$ cat src/rtl/mod_pkg.sv
// Shared types for the modular add/sub final select stage.
// Holds the default widths, FSM states, the entry bundle and the end-carry pick.
package mod_pkg;

  localparam int MOD_N     = 4;
  localparam int MOD_TAG_W = 2;

  typedef enum logic [1:0] {
    EMPTY = 2'd0,
    ONE   = 2'd1,
    FULL  = 2'd2
  } state_t;

  typedef struct packed {
    logic [MOD_N-1:0]     r;
    logic                 sel;
    logic                 s;
    logic [MOD_TAG_W-1:0] tag;
  } entry_t;

  // Returns {sel, r}: v wins on a carry out of w or a b4 correction.
  function automatic logic [MOD_N:0] mod_pick(
    input logic [MOD_N:0] w,
    input logic [MOD_N:0] v,
    input logic           b4
  );
    logic sel;
    sel = w[MOD_N] | b4;
    return {sel, sel ? v[MOD_N-1:0] : w[MOD_N-1:0]};
  endfunction

endpackage

$ cat src/rtl/mod_select_stage_if.sv
// Candidate-in / result-out valid-ready bus of the final select stage.
// slave is the stage side, master is the producer/consumer side.
interface mod_select_stage_if
  import mod_pkg::*;
#(
  parameter int N     = MOD_N,
  parameter int TAG_W = MOD_TAG_W
);

  logic             in_valid;
  logic             in_ready;
  logic [N:0]       in_w;
  logic [N:0]       in_v;
  logic             in_s;
  logic             in_b4;
  logic [TAG_W-1:0] in_tag;

  logic             out_valid;
  logic             out_ready;
  logic [N-1:0]     out_r;
  logic             out_sel;
  logic             out_s;
  logic [TAG_W-1:0] out_tag;

  modport slave (
    input  in_valid, in_w, in_v, in_s, in_b4, in_tag,
    input  out_ready,
    output in_ready,
    output out_valid, out_r, out_sel, out_s, out_tag
  );

  modport master (
    output in_valid, in_w, in_v, in_s, in_b4, in_tag,
    output out_ready,
    input  in_ready,
    input  out_valid, out_r, out_sel, out_s, out_tag
  );

endinterface

$ cat src/rtl/mod_skid_buf.sv
// Generic 2-entry valid/ready skid buffer with registered in_ready/out_valid.
// Output always comes from the main register; the skid only refills it.
module mod_skid_buf
  import mod_pkg::*;
#(
  parameter type T = entry_t
) (
  input  logic clk,
  input  logic rst,
  input  logic in_valid,
  output logic in_ready,
  input  T     in_data,
  output logic out_valid,
  input  logic out_ready,
  output T     out_data
);

  state_t state;
  T       main_q;
  T       skid_q;
  logic   in_x;
  logic   out_x;

  assign in_x     = in_valid & in_ready;
  assign out_x    = out_valid & out_ready;
  assign out_data = main_q;

  always_ff @(posedge clk or posedge rst) begin
    if (rst) begin
      state     <= EMPTY;
      main_q    <= '0;
      skid_q    <= '0;
      in_ready  <= 1'b1;
      out_valid <= 1'b0;
    end else begin
      unique case (state)
        EMPTY: begin
          if (in_x) begin
            main_q    <= in_data;
            state     <= ONE;
            out_valid <= 1'b1;
          end
        end
        ONE: begin
          if (in_x && out_x) begin
            main_q <= in_data;
          end else if (in_x) begin
            skid_q   <= in_data;
            state    <= FULL;
            in_ready <= 1'b0;
          end else if (out_x) begin
            state     <= EMPTY;
            out_valid <= 1'b0;
          end
        end
        FULL: begin
          if (out_x) begin
            main_q   <= skid_q;
            state    <= ONE;
            in_ready <= 1'b1;
          end
        end
        default: begin
          state     <= EMPTY;
          in_ready  <= 1'b1;
          out_valid <= 1'b0;
        end
      endcase
    end
  end

endmodule

$ cat src/rtl/mod_select_stage.sv
// Final modular add/sub stage: end-carry/correction pick into a skid buffer.
// Define MOD_SELECT_STATS_EN to add the stat_ops/stat_corr counters and stat_clr.
module mod_select_stage
  import mod_pkg::*;
#(
  parameter int N     = MOD_N,
  parameter int TAG_W = MOD_TAG_W
) (
  input  logic                  clk,
  input  logic                  rst,
`ifdef MOD_SELECT_STATS_EN
  input  logic                  stat_clr,
  output logic [15:0]           stat_ops,
  output logic [15:0]           stat_corr,
`endif
  mod_select_stage_if.slave     bus
);

  typedef struct packed {
    logic [N-1:0]     r;
    logic             sel;
    logic             s;
    logic [TAG_W-1:0] tag;
  } ent_t;

  logic         sel;
  logic [N-1:0] r;
  ent_t         in_ent;
  ent_t         out_ent;

  if (N == MOD_N) begin : g_pkg_pick
    always_comb begin
      {sel, r} = mod_pick(bus.in_w, bus.in_v, bus.in_b4);
    end
  end else begin : g_gen_pick
    always_comb begin
      sel = bus.in_w[N] | bus.in_b4;
      r   = sel ? bus.in_v[N-1:0] : bus.in_w[N-1:0];
    end
  end

  assign in_ent.r   = r;
  assign in_ent.sel = sel;
  assign in_ent.s   = bus.in_s;
  assign in_ent.tag = bus.in_tag;

  mod_skid_buf #(
    .T (ent_t)
  ) u_skid (
    .clk       (clk),
    .rst       (rst),
    .in_valid  (bus.in_valid),
    .in_ready  (bus.in_ready),
    .in_data   (in_ent),
    .out_valid (bus.out_valid),
    .out_ready (bus.out_ready),
    .out_data  (out_ent)
  );

  assign bus.out_r   = out_ent.r;
  assign bus.out_sel = out_ent.sel;
  assign bus.out_s   = out_ent.s;
  assign bus.out_tag = out_ent.tag;

`ifdef MOD_SELECT_STATS_EN
  logic out_x;

  assign out_x = bus.out_valid & bus.out_ready;

  // Saturating counters; clear beats a same-cycle increment.
  always_ff @(posedge clk or posedge rst) begin
    if (rst) begin
      stat_ops  <= '0;
      stat_corr <= '0;
    end else if (stat_clr) begin
      stat_ops  <= '0;
      stat_corr <= '0;
    end else if (out_x) begin
      if (stat_ops != 16'hFFFF) begin
        stat_ops <= stat_ops + 16'd1;
      end
      if (out_ent.sel && stat_corr != 16'hFFFF) begin
        stat_corr <= stat_corr + 16'd1;
      end
    end
  end
`endif

endmodule

$ cat src/flat_wrapper.sv
// flat-port wrapper written by rule: the top's interface ports become plain ports
module mod_select_stage_flat import mod_pkg::*;
#(
  parameter int N     = MOD_N,
  parameter int TAG_W = MOD_TAG_W
)
  (clk, rst, bus_in_valid, bus_in_w, bus_in_v, bus_in_s, bus_in_b4, bus_in_tag, bus_out_ready, bus_in_ready, bus_out_valid, bus_out_r, bus_out_sel, bus_out_s, bus_out_tag);
  mod_select_stage_if #(.N(N), .TAG_W(TAG_W)) bus_i ();
  input  logic clk;
  input  logic rst;
  input wire logic [$bits(bus_i.in_valid)-1:0] bus_in_valid;
  input wire logic [$bits(bus_i.in_w)-1:0] bus_in_w;
  input wire logic [$bits(bus_i.in_v)-1:0] bus_in_v;
  input wire logic [$bits(bus_i.in_s)-1:0] bus_in_s;
  input wire logic [$bits(bus_i.in_b4)-1:0] bus_in_b4;
  input wire logic [$bits(bus_i.in_tag)-1:0] bus_in_tag;
  input wire logic [$bits(bus_i.out_ready)-1:0] bus_out_ready;
  output wire logic [$bits(bus_i.in_ready)-1:0] bus_in_ready;
  output wire logic [$bits(bus_i.out_valid)-1:0] bus_out_valid;
  output wire logic [$bits(bus_i.out_r)-1:0] bus_out_r;
  output wire logic [$bits(bus_i.out_sel)-1:0] bus_out_sel;
  output wire logic [$bits(bus_i.out_s)-1:0] bus_out_s;
  output wire logic [$bits(bus_i.out_tag)-1:0] bus_out_tag;
  assign bus_i.in_valid = bus_in_valid;
  assign bus_i.in_w = bus_in_w;
  assign bus_i.in_v = bus_in_v;
  assign bus_i.in_s = bus_in_s;
  assign bus_i.in_b4 = bus_in_b4;
  assign bus_i.in_tag = bus_in_tag;
  assign bus_i.out_ready = bus_out_ready;
  assign bus_in_ready = bus_i.in_ready;
  assign bus_out_valid = bus_i.out_valid;
  assign bus_out_r = bus_i.out_r;
  assign bus_out_sel = bus_i.out_sel;
  assign bus_out_s = bus_i.out_s;
  assign bus_out_tag = bus_i.out_tag;
  mod_select_stage #(.N(N), .TAG_W(TAG_W)) u_core (.clk(clk), .rst(rst), .bus(bus_i));
endmodule
$ cat config.mk
export PLATFORM = sky130hd
export DESIGN_NAME = mod_select_stage_flat
export DESIGN_NICKNAME = d
export VERILOG_FILES = /design/src/rtl/mod_pkg.sv /design/src/rtl/mod_select_stage_if.sv /design/src/rtl/mod_skid_buf.sv /design/src/rtl/mod_select_stage.sv /design/src/flat_wrapper.sv
export SDC_FILE = /design/constraint.sdc
export NUM_CORES = 1
export LEC_CHECK = 0
export CORE_MARGIN = 2
export CORE_UTILIZATION = 44
export CTS_CLUSTER_SIZE = 30
export DETAILED_ROUTE_END_ITERATION = 8
export GPL_TIMING_DRIVEN = 0
export HOLD_SLACK_MARGIN = 0.02
export PLACE_DENSITY_LB_ADDON = 0.2
export SETUP_SLACK_MARGIN = 0.05
export SKIP_LAST_GASP = 1
export SLEW_MARGIN = 30
export SYNTH_ARGS = -nofsm -noshare
export SYNTH_HDL_FRONTEND = slang
export SYNTH_HIERARCHICAL = 1
export SYNTH_SLANG_ARGS = --single-unit
$ cat constraint.sdc
create_clock -name clk -period 3.15 [get_ports clk]
set_input_delay 0.4725 -clock clk [delete_from_list [all_inputs] [get_ports clk]]
set_output_delay 0.4725 -clock clk [all_outputs]
set_load 0.02 [all_outputs]
==> impl_table.tex <==
\begin{tabular}{lr}
\hline
Metric & Value \\
\hline
\multicolumn{2}{l}{\textbf{Yosys}} \\
\quad Post-synthesis area per instance & 14.5 um\^{}2 \\
\quad Number of instances in the synthesized netlist & 71 \\
\quad Xor and xnor fraction of the mapped netlist area & 0.854\% \\
\quad Multiplexer share of the synthesized area & 33.7\% \\
\quad Leading post-synthesis cells by cell area & dfrtp\_1 (46\%), mux2\_2 (22\%), mux2\_4 (12\%) \\
\quad Synthesized netlist net count & 89 \\
\quad Portion of synthesized cell area occupied by the leading cell type & 46.3\% \\
\quad Synthesized-area fraction occupied by and/or/nand/nor cells & 6.71\% \\
\quad Synthesis warning total & 6 \\
\quad Synth Area in Adders & 0\% \\
\quad Post-synth cell types & 22 \\
\quad Biggest area consumer among synthesized cells & dfrtp\_1 \\
\quad Register area share after synthesis & 48.9\% \\
\quad Synth Area in Compound Gates & 7.32\% \\
\quad Cell area after synthesis & 0.00103 mm\^{}2 \\
\quad Number of register bits inferred by synthesis & 20 \\
\quad Main combinational cell family by area after synthesis & multiplexers \\
\multicolumn{2}{l}{\textbf{CTS}} \\
\quad Clock transition at path regs & 110 ps \\
\quad Number of levels in the clock H-tree & 1 \\
\quad Post-cts hold buffer count & 0 \\
\quad Setup repair bufs after CTS & 0 \\
\quad Maximum clock insertion buffer count & 2 \\
\quad Clock latency of the later-clocked register in the worst-skew pair & 290 ps \\
\quad Number of sinks handled by clock tree synthesis & 20 \\
\quad TritonCTS clock tree & built \\
\quad Resized Gates After CTS & 0 \\
\quad Cell at the root of the clock tree & clkbuf\_4 \\
\quad Number of CTS-inserted buffers & 3 \\
\multicolumn{2}{l}{\textbf{Power}} \\
\quad Largest voltage drop on the vdd net & 356 uV \\
\quad P per Cell Area & 596 mW/mm\^{}2 \\
\quad P\_leak & 0.000615 uW \\
\multicolumn{2}{l}{\textbf{Route}} \\
\quad Drc violations & 0 \\
\quad Total vias in the final route & 663 \\
\quad Drt via density & 5.14 \\
\quad First-pass detailed-route iteration total & 4 \\
\quad Iteration-0 DRC Markers & 3 \\
\quad Post-detailed-route wirelength per cell & 14.1 um \\
\quad Detailed Route WL & 1810 um \\
\quad Post-DRT Antenna Nets & 0 \\
\multicolumn{2}{l}{\textbf{Timing}} \\
\quad Hold Violations, Final & 0 \\
\quad Final worst setup slack & 1140 ps \\
\quad Max Clock Skew & 7.78 ps \\
\quad Min cycle time layout & 2010 ps \\
\quad Final setup violation count & 0 \\
\quad Pin slew with the least headroom to its limit & 730 ps \\
\quad Max-slew headroom & 51.2\% \\
\quad Max-slew violation count & 0 \\
\quad Final total negative setup slack & 0 ps \\
\quad Worst hold slack after final layout & 516 ps \\
\quad Final period utilization & 63.7\% \\
\quad Maximum clock frequency & 0.498 GHz \\
\quad Setup repair after global routing missed its margin & no \\
\multicolumn{2}{l}{\textbf{Global routing}} \\
\quad Largest net degree at the start of global routing & 21 \\
\quad Total congestion overflow after global routing & 0 \\
\quad Met2 GRT Util & 29.2\% \\
\quad Number of antenna violations at the first check in global routing & 0 \\
\quad Number of global-route vias before repair & 734 \\
\quad Global-route wire length before repair & 3230 um \\
\quad Met1 capacity usage during global routing & 19.3\% \\
\quad Combined global-route utilization of all metal layers & 16.7\% \\
\quad Top Usage Layer GRT & met2 \\
\quad Met3 usage in global routing & 2.57\% \\
\multicolumn{2}{l}{\textbf{Run status}} \\
\quad Result of the run & completed \\
\multicolumn{2}{l}{\textbf{Critical path}} \\
\quad Worst path required time & 2680 ps \\
\quad Slowest stage delay, CP & 620 ps \\
\quad Startpoint class of the critical path & flip-flop \\
\quad CP cell instances & clkdlybuf4s50\_1 \\
\quad Family of cells with the greatest summed delay on the critical path & flip-flops \\
\quad Arrival time at the worst endpoint & 1530 ps \\
\quad Buffers and inverters on the worst path & 1 \\
\quad Startpoint-to-endpoint class of the critical path & flip-flop to output pin \\
\quad Kind of capture point of the worst setup path & output pin \\
\quad Startpoint of the worst register-to-register path & u\_core/u\_skid/state[1] \\
\quad Source of the critical timing path & u\_core/u\_skid/in\_ready \\
\quad Worst path slowest cell & dfstp\_2 \\
\quad Critical Path Fanout Max & 6 \\
\multicolumn{2}{l}{\textbf{Final layout}} \\
\quad Finished Core Util & 61.4\% \\
\quad Most common cell after layout, fill and taps aside & clkdlybuf4s50\_1 \\
\quad Number of antenna repair diodes & 0 \\
\quad Share of cells above drive strength 1 & 38.6\% \\
\quad Top library cells by usage in the layout, fill and taps aside & clkdlybuf4s50\_1 (26), mux2\_2 (20), dfrtp\_1 (19) \\
\quad Number of nets in the finished design & 120 \\
\quad Area growth, synth to finish & 32.3\% \\
\multicolumn{2}{l}{\textbf{Floorplan}} \\
\quad Vert. Die Dim & 52.3 um \\
\quad Std cell rows & 17 \\
\quad Die ar. & 0.00273 mm\^{}2 \\
\quad Horizontal die dimension & 52.3 um \\
\quad Core area & 0.00221 mm\^{}2 \\
\quad \# IOs & 28 \\
\quad Initial Util & 46.4\% \\
\multicolumn{2}{l}{\textbf{Placed design}} \\
\quad DP HPWL & 1340 um \\
\quad PortBufs & 26 \\
\quad Post-place setup slack & 1030 ps \\
\quad Final RePlAce weighted congestion & 0.803 \\
\multicolumn{2}{l}{\textbf{Flow run}} \\
\quad Total of max-cap violations & 0 \\
\multicolumn{2}{l}{\textbf{Min path}} \\
\quad Start point of the worst min-delay path & u\_core/u\_skid/out\_data[3] \\
\quad Worst hold path class & flip-flop to flip-flop \\
\hline
\end{tabular}
## sequential cells by signal (all words and copies together), names as in the netlist
register	flops
u_core/u_skid/skid_q	8
u_core/u_skid/out_valid	1
u_core/u_skid/state	2
u_core/u_skid/out_data	8
u_core/u_skid/in_ready	1
## Yosys cell counts
cell type	instances
mux2_4	8
nor2b_1	1
xor2_1	1
nand3b_4	1
o22ai_1	2
a21boi_2	1
inv_1	3
clkbuf_1	1
buf_6	1
o32a_1	1
dfrtp_1	19
or3b_1	1
nand2_1	2
o22a_1	1
dfstp_2	1
mux2_2	20
and2_4	1
nand2b_1	1
a21boi_0	2
o22ai_2	1
nor2_4	1
o21ai_0	1
## final cells by class
type / instances / area [um^2]
repair buffers: 26 / 260
fillers: 204 / 855
flip-flops and latches: 20 / 502
inverters: 3 / 11.3
well taps: 28 / 35.0
plain buffers: 2 / 15.0
clock buffers: 4 / 36.3
multi-input cells: 46 / 498
## cell families (layout without fill, tap and decap cells)
family / Yosys count / after routing
multiplexers: 28 / 28
buffers and inverters: 5 / 35
flip-flops: 20 / 20
XOR/XNOR: 1 / 1
AND/OR/NAND/NOR: 8 / 8
AO/OA/AOI/OAI: 9 / 9
## where the power goes
part | internal [uW] | switching [uW] | leakage, uW
Sequential | 334 | 37.0 | 0.000253
Combinational | 178 | 114 | 0.000341
Clock | 70.4 | 75.6 | 0.0000210
## layer usage
layer / part of all wire, % / wire (um) / vias up
met5: 0 / 0 / -
met4: 2.2 / 40 / 0
met3: 6.0 / 108 / 4
met2: 49 / 894 / 22
met1: 43 / 771 / 319
li1: - / - / 318
## through the flow
stage          total power (uW)  std cells  cell area [um^2]
5_1_grt                     862        129              1360
4_1_cts                     820        129              1360
3_5_place_dp                672        125              1320
6_report                    809        129              1360
2_1_floorplan               534         71              1030
3_3_place_gp                664        125              1320
## path summary, 6_finish.rpt
path                                              to  slack (ps)  cells past startpoint
max in group asynchronous    u_core/u_skid/skid_q[4]        2090                      2
setup reg to reg           u_core/u_skid/out_data[0]        1490                      4
hold / removal             u_core/u_skid/out_data[3]         520                      1
min in group asynchronous     u_core/u_skid/state[1]         590                      2
hold reg to reg            u_core/u_skid/out_data[3]         520                      1
setup / recovery                        bus_in_ready        1140                      1
Note: power is estimated with default switching activity, not from simulation.
